===== src/rtl/min_reduce_tracker_if.sv =====
// Bundles the candidate-group bus and the frame result bus of min_reduce_tracker.
//
// Signals:
//   MIN1_TriggerBoss            candidate group present this cycle
//   MIN1_Core1..8Index [IDX_W]  candidate index of each core
//   MIN1_Core1..8Value [VAL_W]  candidate SAD value of each core
//   FrameStart / FrameEnd       group is first / last of a frame (qualified by trigger)
//   BestIndex / BestValue       winner of the last completed frame
//   BestValid                   one-cycle frame-completion pulse
//   FrameGroups [16]            group count of the last completed frame
//   Busy                        some pipeline stage holds a valid group
//
// Modports: master drives the candidate groups and observes results,
// slave is the tracker itself.
interface min_reduce_tracker_if #(
    parameter int IDX_W = 16,
    parameter int VAL_W = 14
);
    logic             MIN1_TriggerBoss;
    logic [IDX_W-1:0] MIN1_Core1Index, MIN1_Core2Index, MIN1_Core3Index, MIN1_Core4Index;
    logic [IDX_W-1:0] MIN1_Core5Index, MIN1_Core6Index, MIN1_Core7Index, MIN1_Core8Index;
    logic [VAL_W-1:0] MIN1_Core1Value, MIN1_Core2Value, MIN1_Core3Value, MIN1_Core4Value;
    logic [VAL_W-1:0] MIN1_Core5Value, MIN1_Core6Value, MIN1_Core7Value, MIN1_Core8Value;
    logic             FrameStart;
    logic             FrameEnd;
    logic [IDX_W-1:0] BestIndex;
    logic [VAL_W-1:0] BestValue;
    logic             BestValid;
    logic [15:0]      FrameGroups;
    logic             Busy;

    modport master (
        output MIN1_TriggerBoss,
        output MIN1_Core1Index, MIN1_Core2Index, MIN1_Core3Index, MIN1_Core4Index,
        output MIN1_Core5Index, MIN1_Core6Index, MIN1_Core7Index, MIN1_Core8Index,
        output MIN1_Core1Value, MIN1_Core2Value, MIN1_Core3Value, MIN1_Core4Value,
        output MIN1_Core5Value, MIN1_Core6Value, MIN1_Core7Value, MIN1_Core8Value,
        output FrameStart, FrameEnd,
        input  BestIndex, BestValue, BestValid, FrameGroups, Busy
    );

    modport slave (
        input  MIN1_TriggerBoss,
        input  MIN1_Core1Index, MIN1_Core2Index, MIN1_Core3Index, MIN1_Core4Index,
        input  MIN1_Core5Index, MIN1_Core6Index, MIN1_Core7Index, MIN1_Core8Index,
        input  MIN1_Core1Value, MIN1_Core2Value, MIN1_Core3Value, MIN1_Core4Value,
        input  MIN1_Core5Value, MIN1_Core6Value, MIN1_Core7Value, MIN1_Core8Value,
        input  FrameStart, FrameEnd,
        output BestIndex, BestValue, BestValid, FrameGroups, Busy
    );
endinterface


===== src/rtl/min_reduce_tracker.sv =====
// Finds the minimum SAD candidate of each 8-core group through a three-level
// registered comparison tree, then merges group minima across a frame and
// publishes the frame winner with a one-cycle BestValid pulse.
//
// Ports:
//   clk    sole clock, rising edge
//   rst_n  synchronous active-low reset
//   bus    min_reduce_tracker_if.slave: candidate group inputs, frame result outputs
//
// Timing: a group captured at edge E reaches the tree output after E+2, is
// merged into the accumulator at E+3 and a FrameEnd result appears together
// with BestValid at E+4.
module min_reduce_tracker #(
    parameter int IDX_W = 16,
    parameter int VAL_W = 14
) (
    input  logic                 clk,
    input  logic                 rst_n,
    min_reduce_tracker_if.slave  bus
);

    logic [VAL_W-1:0] in_val [8];
    logic [IDX_W-1:0] in_idx [8];

    logic             s1_valid, s1_start, s1_end;
    logic [VAL_W-1:0] s1_val [4];
    logic [IDX_W-1:0] s1_idx [4];

    logic             s2_valid, s2_start, s2_end;
    logic [VAL_W-1:0] s2_val [2];
    logic [IDX_W-1:0] s2_idx [2];

    logic             s3_valid, s3_start, s3_end;
    logic [VAL_W-1:0] s3_val;
    logic [IDX_W-1:0] s3_idx;

    logic [VAL_W-1:0] acc_val;
    logic [IDX_W-1:0] acc_idx;
    logic [15:0]      acc_cnt;

    logic [VAL_W-1:0] merged_val;
    logic [IDX_W-1:0] merged_idx;
    logic [15:0]      merged_cnt;

    logic             done;
    logic [VAL_W-1:0] res_val;
    logic [IDX_W-1:0] res_idx;
    logic [15:0]      res_cnt;

    // Flatten the per-core bus signals so the tree can be written as loops.
    always_comb begin
        in_val[0] = bus.MIN1_Core1Value;  in_idx[0] = bus.MIN1_Core1Index;
        in_val[1] = bus.MIN1_Core2Value;  in_idx[1] = bus.MIN1_Core2Index;
        in_val[2] = bus.MIN1_Core3Value;  in_idx[2] = bus.MIN1_Core3Index;
        in_val[3] = bus.MIN1_Core4Value;  in_idx[3] = bus.MIN1_Core4Index;
        in_val[4] = bus.MIN1_Core5Value;  in_idx[4] = bus.MIN1_Core5Index;
        in_val[5] = bus.MIN1_Core6Value;  in_idx[5] = bus.MIN1_Core6Index;
        in_val[6] = bus.MIN1_Core7Value;  in_idx[6] = bus.MIN1_Core7Index;
        in_val[7] = bus.MIN1_Core8Value;  in_idx[7] = bus.MIN1_Core8Index;
    end

    // Control bits of the tree. Frame markers are gated by the trigger so a
    // marker on an idle cycle can never reach the accumulator.
    always_ff @(posedge clk) begin
        if (!rst_n) begin
            s1_valid <= 1'b0;  s1_start <= 1'b0;  s1_end <= 1'b0;
            s2_valid <= 1'b0;  s2_start <= 1'b0;  s2_end <= 1'b0;
            s3_valid <= 1'b0;  s3_start <= 1'b0;  s3_end <= 1'b0;
        end else begin
            s1_valid <= bus.MIN1_TriggerBoss;
            s1_start <= bus.MIN1_TriggerBoss & bus.FrameStart;
            s1_end   <= bus.MIN1_TriggerBoss & bus.FrameEnd;
            s2_valid <= s1_valid;  s2_start <= s1_start;  s2_end <= s1_end;
            s3_valid <= s2_valid;  s3_start <= s2_start;  s3_end <= s2_end;
        end
    end

    // Tree data path. Each node takes the higher-numbered side only when it
    // is strictly smaller, so the lowest-numbered core wins any tie.
    always_ff @(posedge clk) begin
        for (int k = 0; k < 4; k++) begin
            if (in_val[2*k+1] < in_val[2*k]) begin
                s1_val[k] <= in_val[2*k+1];
                s1_idx[k] <= in_idx[2*k+1];
            end else begin
                s1_val[k] <= in_val[2*k];
                s1_idx[k] <= in_idx[2*k];
            end
        end
        for (int k = 0; k < 2; k++) begin
            if (s1_val[2*k+1] < s1_val[2*k]) begin
                s2_val[k] <= s1_val[2*k+1];
                s2_idx[k] <= s1_idx[2*k+1];
            end else begin
                s2_val[k] <= s1_val[2*k];
                s2_idx[k] <= s1_idx[2*k];
            end
        end
        if (s2_val[1] < s2_val[0]) begin
            s3_val <= s2_val[1];
            s3_idx <= s2_idx[1];
        end else begin
            s3_val <= s2_val[0];
            s3_idx <= s2_idx[0];
        end
    end

    // Merge the tree output into the running frame result. A FrameStart group
    // restarts the frame; otherwise only a strictly smaller value replaces the
    // held one so earlier groups win ties, and the count saturates.
    always_comb begin
        merged_val = acc_val;
        merged_idx = acc_idx;
        merged_cnt = acc_cnt;
        if (s3_start) begin
            merged_val = s3_val;
            merged_idx = s3_idx;
            merged_cnt = 16'd1;
        end else begin
            if (s3_val < acc_val) begin
                merged_val = s3_val;
                merged_idx = s3_idx;
            end
            if (acc_cnt != 16'hFFFF) begin
                merged_cnt = acc_cnt + 16'd1;
            end
        end
    end

    // Accumulator stage. On a FrameEnd group the merged result is captured
    // so the output stage can publish it together with the pulse.
    always_ff @(posedge clk) begin
        if (!rst_n) begin
            acc_val <= '1;
            acc_idx <= '1;
            acc_cnt <= 16'd0;
            done    <= 1'b0;
            res_val <= '1;
            res_idx <= '1;
            res_cnt <= 16'd0;
        end else begin
            done <= s3_valid & s3_end;
            if (s3_valid) begin
                acc_val <= merged_val;
                acc_idx <= merged_idx;
                acc_cnt <= merged_cnt;
                if (s3_end) begin
                    res_val <= merged_val;
                    res_idx <= merged_idx;
                    res_cnt <= merged_cnt;
                end
            end
        end
    end

    // Output stage: results change only on frame completion and hold between
    // frames, so they always line up with their BestValid pulse.
    always_ff @(posedge clk) begin
        if (!rst_n) begin
            bus.BestIndex   <= '1;
            bus.BestValue   <= '1;
            bus.FrameGroups <= 16'd0;
            bus.BestValid   <= 1'b0;
        end else begin
            bus.BestValid <= done;
            if (done) begin
                bus.BestIndex   <= res_idx;
                bus.BestValue   <= res_val;
                bus.FrameGroups <= res_cnt;
            end
        end
    end

    assign bus.Busy = s1_valid | s2_valid | s3_valid | done;

endmodule


===== src/flat_wrapper.sv =====
// flat-port wrapper written by rule: the top's interface ports become plain ports
module min_reduce_tracker_flat 
#(
    parameter int IDX_W = 16,
    parameter int VAL_W = 14
)
  (clk, rst_n, bus_MIN1_TriggerBoss, bus_MIN1_Core1Index, bus_MIN1_Core2Index, bus_MIN1_Core3Index, bus_MIN1_Core4Index, bus_MIN1_Core5Index, bus_MIN1_Core6Index, bus_MIN1_Core7Index, bus_MIN1_Core8Index, bus_MIN1_Core1Value, bus_MIN1_Core2Value, bus_MIN1_Core3Value, bus_MIN1_Core4Value, bus_MIN1_Core5Value, bus_MIN1_Core6Value, bus_MIN1_Core7Value, bus_MIN1_Core8Value, bus_FrameStart, bus_FrameEnd, bus_BestIndex, bus_BestValue, bus_BestValid, bus_FrameGroups, bus_Busy);
  min_reduce_tracker_if #(.IDX_W(IDX_W), .VAL_W(VAL_W)) bus_i ();
  input  logic clk;
  input  logic rst_n;
  input wire logic [$bits(bus_i.MIN1_TriggerBoss)-1:0] bus_MIN1_TriggerBoss;
  input wire logic [$bits(bus_i.MIN1_Core1Index)-1:0] bus_MIN1_Core1Index;
  input wire logic [$bits(bus_i.MIN1_Core2Index)-1:0] bus_MIN1_Core2Index;
  input wire logic [$bits(bus_i.MIN1_Core3Index)-1:0] bus_MIN1_Core3Index;
  input wire logic [$bits(bus_i.MIN1_Core4Index)-1:0] bus_MIN1_Core4Index;
  input wire logic [$bits(bus_i.MIN1_Core5Index)-1:0] bus_MIN1_Core5Index;
  input wire logic [$bits(bus_i.MIN1_Core6Index)-1:0] bus_MIN1_Core6Index;
  input wire logic [$bits(bus_i.MIN1_Core7Index)-1:0] bus_MIN1_Core7Index;
  input wire logic [$bits(bus_i.MIN1_Core8Index)-1:0] bus_MIN1_Core8Index;
  input wire logic [$bits(bus_i.MIN1_Core1Value)-1:0] bus_MIN1_Core1Value;
  input wire logic [$bits(bus_i.MIN1_Core2Value)-1:0] bus_MIN1_Core2Value;
  input wire logic [$bits(bus_i.MIN1_Core3Value)-1:0] bus_MIN1_Core3Value;
  input wire logic [$bits(bus_i.MIN1_Core4Value)-1:0] bus_MIN1_Core4Value;
  input wire logic [$bits(bus_i.MIN1_Core5Value)-1:0] bus_MIN1_Core5Value;
  input wire logic [$bits(bus_i.MIN1_Core6Value)-1:0] bus_MIN1_Core6Value;
  input wire logic [$bits(bus_i.MIN1_Core7Value)-1:0] bus_MIN1_Core7Value;
  input wire logic [$bits(bus_i.MIN1_Core8Value)-1:0] bus_MIN1_Core8Value;
  input wire logic [$bits(bus_i.FrameStart)-1:0] bus_FrameStart;
  input wire logic [$bits(bus_i.FrameEnd)-1:0] bus_FrameEnd;
  output wire logic [$bits(bus_i.BestIndex)-1:0] bus_BestIndex;
  output wire logic [$bits(bus_i.BestValue)-1:0] bus_BestValue;
  output wire logic [$bits(bus_i.BestValid)-1:0] bus_BestValid;
  output wire logic [$bits(bus_i.FrameGroups)-1:0] bus_FrameGroups;
  output wire logic [$bits(bus_i.Busy)-1:0] bus_Busy;
  assign bus_i.MIN1_TriggerBoss = bus_MIN1_TriggerBoss;
  assign bus_i.MIN1_Core1Index = bus_MIN1_Core1Index;
  assign bus_i.MIN1_Core2Index = bus_MIN1_Core2Index;
  assign bus_i.MIN1_Core3Index = bus_MIN1_Core3Index;
  assign bus_i.MIN1_Core4Index = bus_MIN1_Core4Index;
  assign bus_i.MIN1_Core5Index = bus_MIN1_Core5Index;
  assign bus_i.MIN1_Core6Index = bus_MIN1_Core6Index;
  assign bus_i.MIN1_Core7Index = bus_MIN1_Core7Index;
  assign bus_i.MIN1_Core8Index = bus_MIN1_Core8Index;
  assign bus_i.MIN1_Core1Value = bus_MIN1_Core1Value;
  assign bus_i.MIN1_Core2Value = bus_MIN1_Core2Value;
  assign bus_i.MIN1_Core3Value = bus_MIN1_Core3Value;
  assign bus_i.MIN1_Core4Value = bus_MIN1_Core4Value;
  assign bus_i.MIN1_Core5Value = bus_MIN1_Core5Value;
  assign bus_i.MIN1_Core6Value = bus_MIN1_Core6Value;
  assign bus_i.MIN1_Core7Value = bus_MIN1_Core7Value;
  assign bus_i.MIN1_Core8Value = bus_MIN1_Core8Value;
  assign bus_i.FrameStart = bus_FrameStart;
  assign bus_i.FrameEnd = bus_FrameEnd;
  assign bus_BestIndex = bus_i.BestIndex;
  assign bus_BestValue = bus_i.BestValue;
  assign bus_BestValid = bus_i.BestValid;
  assign bus_FrameGroups = bus_i.FrameGroups;
  assign bus_Busy = bus_i.Busy;
  min_reduce_tracker #(.IDX_W(IDX_W), .VAL_W(VAL_W)) u_core (.clk(clk), .rst_n(rst_n), .bus(bus_i));
endmodule

===== config.mk =====
export PLATFORM = sky130hd
export DESIGN_NAME = min_reduce_tracker_flat
export DESIGN_NICKNAME = d
export VERILOG_FILES = /design/src/rtl/min_reduce_tracker_if.sv /design/src/rtl/min_reduce_tracker.sv /design/src/flat_wrapper.sv
export SDC_FILE = /design/constraint.sdc
export NUM_CORES = 1
export LEC_CHECK = 0
export BUFFER_PORTS_ARGS = -buffer_cell sky130_fd_sc_hd__buf_4
export CAP_MARGIN = 20
export CELL_PAD_IN_SITES_DETAIL_PLACEMENT = 1
export CELL_PAD_IN_SITES_GLOBAL_PLACEMENT = 2
export CORE_ASPECT_RATIO = 0.75
export CORE_UTILIZATION = 32
export CTS_CLUSTER_DIAMETER = 120
export DETAILED_ROUTE_END_ITERATION = 6
export PLACE_DENSITY_LB_ADDON = 0.3
export SYNTH_ARGS = -nofsm -noshare
export SYNTH_HDL_FRONTEND = slang
export SYNTH_SLANG_ARGS = --single-unit

===== constraint.sdc =====
create_clock -name clk -period 2.1 [get_ports clk]
set_input_delay 0.105 -clock clk [delete_from_list [all_inputs] [get_ports clk]]
set_output_delay 0.105 -clock clk [all_outputs]
set_load 0.05 [all_outputs]

==> Flow_metrics.wiki <==
{| class="wikitable"
! Metric !! Value
|-
| Width of the die || 257 um
|-
| Leakage power summed over all cells || 11.3 nW
|-
| Layout net count || 2430
|-
| Total number of clock tree sinks || 359
|-
| Remaining routing DRC violations || 0
|-
| Clock-pin slew on the worst setup and hold paths || 0.06 ns
|-
| Most common cell after layout, fill and taps aside || buf_4
|-
| Initial antenna violation count || 2
|-
| FF-to-FF End || u_core.s3_idx[5]$_DFF_P_
|-
| Number of instances in the synthesized netlist || 1397
|-
| Setup Crit Path Kind || flip-flop to flip-flop
|-
| Number of enable flip-flop cells after synthesis || 0
|-
| Sequential share of power || 37.9%
|-
| Final number of setup-violating endpoints || 126
|-
| Global-route wire length before repair || 77.6 mm
|-
| Die Ht || 193 um
|-
| Mapped Avg Cell Area || 11.2 um^2
|-
| Crit. End Element || flip-flop
|-
| Standard cell core area || 47700 um^2
|-
| Multiplexer share of the synthesized area || 24.2%
|-
| Fraction of registers with async set or reset after synthesis || 0%
|-
| Post-detailed-placement half-perimeter wirelength || 32.9 mm
|-
| Final hold violation count || 0
|-
| Count of warnings emitted by yosys || 0
|-
| Fraction of power consumed by combinational cells || 30.5%
|-
| Synth unique cells || 64
|-
| Part of the power in the clock network || 31.6%
|-
| Placer's final routability congestion estimate || 0.839
|-
| Total number of vias || 12900
|-
| Wire length reported by the detailed router || 57.2 mm
|-
| Fraction of the mapped netlist area in simple logic gates || 7.24%
|-
| CP cell instances || inv_2 -> ha_4 -> a22o_1 -> o41ai_4 -> a311oi_4 -> buf_4 -> buf_12 -> mux2_4
|-
| Detailed Route Iter0 Violations || 410
|-
| Worst setup margin || -0.197 ns
|-
| GRT overflow || 0
|-
| Hold_sp || bus_MIN1_Core4Value[13]
|-
| Clock skew || 0.0251 ns
|-
| GRT Total Usage || 19.9%
|-
| Storage cell area || 7250 um^2
|-
| Number of max-slew violations in the final report || 0
|-
| Cells on Worst Hold Path || 6
|-
| Worst IR drop on VDD || 622 uV
|-
| Worst setup SP type || flip-flop
|-
| Number of port buffers || 292
|-
| Fill cell count || 4930
|-
| Die ar. || 49600 um^2
|-
| Number of placed I/O pins || 293
|-
| Reg-to-reg critical path startpoint || u_core.s2_val[0][5]$_DFF_P_
|-
| Setup slack of the worst register-to-register path || -0.20 ns
|-
| Xor and xnor fraction of the mapped netlist area || 0.618%
|-
| Top library cells by usage in the layout, fill and taps aside || buf_4, dfxtp_1, dlygate4sd3_1, mux2_4, nand2_1
|-
| Violated checks || negative setup slack
|-
| Number of nets still failing antenna checks after routing || 0
|-
| Internal power || 16.3 mW
|-
| Required time at the worst-slack endpoint || 2.52 ns
|-
| Critical path startpoint || u_core.s2_val[0][5]$_DFF_P_
|-
| Avg WL per Cell || 20.8 um
|-
| CTS buffer count || 38
|-
| CTS H-tree lvls || 2
|-
| Initial cell density of the core || 32.7%
|-
| Power per standard cell area || 908 nW/um^2
|-
| Post-DR vias/cell || 4.70
|-
| Post-Syn Nets || 1747
|-
| Number of flip-flops and latches in the synthesized netlist || 359
|-
| Total iterations of the first detailed-routing run || 4
|-
| Net load switching power || 6.37 mW
|-
| Max capacitance violation total || 0
|-
| Synthesized-area fraction occupied by ao, oa, aoi and oai cells || 8.34%
|-
| Area of the multi-input gates || 8580 um^2
|-
| Setup repair after global routing missed its margin || true
|-
| Main combinational cell family by area after synthesis || multiplexers
|-
| Worst Hold Path EP || u_core.s1_val[1][1]$_DFF_P_
|-
| Slew HR || 52.2%
|-
| CP max FO || 8
|-
| Depth of the worst register-to-register path || 8
|-
| Hold Crit Class || input port to flip-flop
|-
| Top_reg_cell synth || dfxtp_1
|-
| Post-Synth Adder-Cell Area || 8.42%
|-
| Sw frac || 28.2%
|-
| Root Buffer || clkbuf_16
|-
| Sequential cell area fraction in the yosys report || 46.1%
|-
| Worst path max stage delay || 0.43 ns
|-
| Netlist area before placement || 15600 um^2
|-
| Maximum root-to-sink buffer count || 3
|-
| Number of core rows || 69
|-
| Final Critical Period || 2.30 ns
|-
| Share of the clock period used by the worst path || 109%
|-
| Post-placement cell area || 19100 um^2
|-
| Area Overhead vs Synth || 60.0%
|-
| Run status || finished with violations
|-
| Vias in the first global route || 14000
|-
| Largest net degree at the start of global routing || 65
|-
| Worst slack at placement || -0.202 ns
|-
| Fraction of final layout cells sized beyond drive strength 1 || 42.7%
|-
| Max Fclk || 435 MHz
|-
| Post-route cell area || 24900 um^2
|-
| Post-layout total power || 22.6 mW
|-
| Signal arrival time at the worst endpoint || 2.71 ns
|-
| Source-to-sink clock delay at the later pin of the worst-skew pair || 0.54 ns
|-
| Worst slew pin tran || 0.716 ns
|-
| TritonCTS clock tree || yes
|-
| Library cell contributing the largest single delay on the critical path || o41ai_4
|}
## per-layer routing
layer	track usage [%]	part of all wire [%]	vias to the layer above
met5	0	0	-
met2	35.5	50	294
met4	5.27	2.8	0
li1	-	-	6231
met1	24.9	44	6289
met3	3.35	3.9	105
## through the flow
| stage | instances | TNS (ns) | hold slack (ns) | utilization [%] |
|---|---|---|---|---|
| after floorplan | 1397 | 0 | 0.227 | - |
| after global placement | 2351 | -10.32 | 0.332 | 40.0 |
| after detailed placement | 2352 | -14.94 | 0.335 | 40.1 |
| after CTS | 2690 | -6.49 | 0.282 | 49.6 |
| after global routing | 2749 | -20.24 | 0.311 | 52.3 |
| final | 2749 | -10.29 | 0.303 | 52.3 |
## power groups by stage
stage | Combinational, mW | Clock (mW) | Sequential [mW]
2_1_floorplan | 2.82 | 0 | 8.18
3_3_place_gp | 4.28 | 0 | 8.53
3_5_place_dp | 4.41 | 0 | 8.51
4_1_cts | 5.79 | 7.31 | 8.46
5_1_grt | 7.33 | 7.60 | 8.65
6_report | 6.90 | 7.16 | 8.57
## cell families (layout without fill, tap and decap cells)
group                      Yosys count  in the layout
AOI/OAI and AO/OA                  197            197
xor gates and xnor gates            11             11
adders and majority gates          105            105
buffers and inverters              175            886
DFF                                359            359
muxes                              306            306
other                                0              2
and+or+nand+nor                    244            244
## registers in the layout, summed over array words and instances (netlist names), 14 cells and up
signal,flops
u_core.acc_cnt,16
u_core.acc_idx,16
u_core.acc_val,14
u_core.bus.BestIndex,16
u_core.bus.BestValue,14
u_core.bus.FrameGroups,16
u_core.res_cnt,16
u_core.res_idx,16
u_core.res_val,14
u_core.s1_idx,64
u_core.s1_val,56
u_core.s2_idx,32
u_core.s2_val,28
u_core.s3_idx,16
u_core.s3_val,14
## layout make-up
class,instances,share of cell area [%]
repair buffers,704,26.3
inverters,114,1.74
diodes,2,0.0201
clock buffers,49,4.30
well taps,639,3.20
flip-flops and latches,359,29.1
multi-input cells,863,34.4
clock inverters,19,1.00
## critical path: cells and delay by family, from the launching register on
family,cells,cell delay [ns]
flops,1,0.35
mux,1,0.29
compound gates,3,0.90
buf+inv,3,0.38
fa+ha+maj,1,0.21
## worst max-delay path by stage
stage               depth (start not counted)                        endpoint  slack (ns)
detailed placement                          9        u_core.s3_val[9]$_DFF_P_       -0.20
finish                                      8        u_core.s3_idx[5]$_DFF_P_       -0.20
CTS                                         9        u_core.s3_idx[5]$_DFF_P_       -0.13
global route                                9        u_core.s3_val[9]$_DFF_P_       -0.27
floorplan                                   9  u_core.acc_idx[1]$_SDFFE_PN1P_        0.02
global placement                            9       u_core.s3_val[11]$_DFF_P_       -0.15
## Yosys cell counts (3+ instances only)
| master | n | area share, % |
|---|---|---|
| a211o_1 | 5 | 0.28 |
| a21o_1 | 28 | 1.3 |
| a21oi_1 | 76 | 2.4 |
| a221oi_2 | 4 | 0.39 |
| a22oi_1 | 3 | 0.14 |
| a31oi_1 | 6 | 0.24 |
| and2_1 | 8 | 0.32 |
| and3_1 | 6 | 0.24 |
| buf_1 | 4 | 0.096 |
| buf_2 | 14 | 0.45 |
| buf_4 | 6 | 0.29 |
| buf_6 | 12 | 0.87 |
| clkbuf_1 | 24 | 0.58 |
| dfxtp_1 | 359 | 46 |
| ha_1 | 105 | 8.4 |
| inv_1 | 113 | 2.7 |
| mux2_1 | 11 | 0.79 |
| mux2_2 | 79 | 5.7 |
| mux2_4 | 121 | 12 |
| mux2i_1 | 95 | 6.1 |
| nand2_1 | 96 | 2.3 |
| nand2b_1 | 8 | 0.32 |
| nand3_1 | 9 | 0.29 |
| nand4_1 | 17 | 0.68 |
| nor2_1 | 73 | 1.8 |
| nor3_1 | 9 | 0.29 |
| nor4_1 | 3 | 0.12 |
| o211ai_1 | 13 | 0.63 |
| o21a_1 | 3 | 0.14 |
| o21ai_0 | 25 | 0.80 |
| o21ai_1 | 9 | 0.29 |
| o21ai_2 | 4 | 0.22 |
| o31ai_1 | 3 | 0.14 |
| xnor2_1 | 9 | 0.51 |
## timing repair
action / CTS / global route
hold buffers: 245 / 35
hold endpoints to repair: 134 / 35
cloned: 8 / 14
endpoints found under the setup margin: 148 / 229
gates resized for setup: 115 / 159
setup buffers: 20 / 49
pin swaps: 25 / 53
Power figures use the tool's default switching activity.
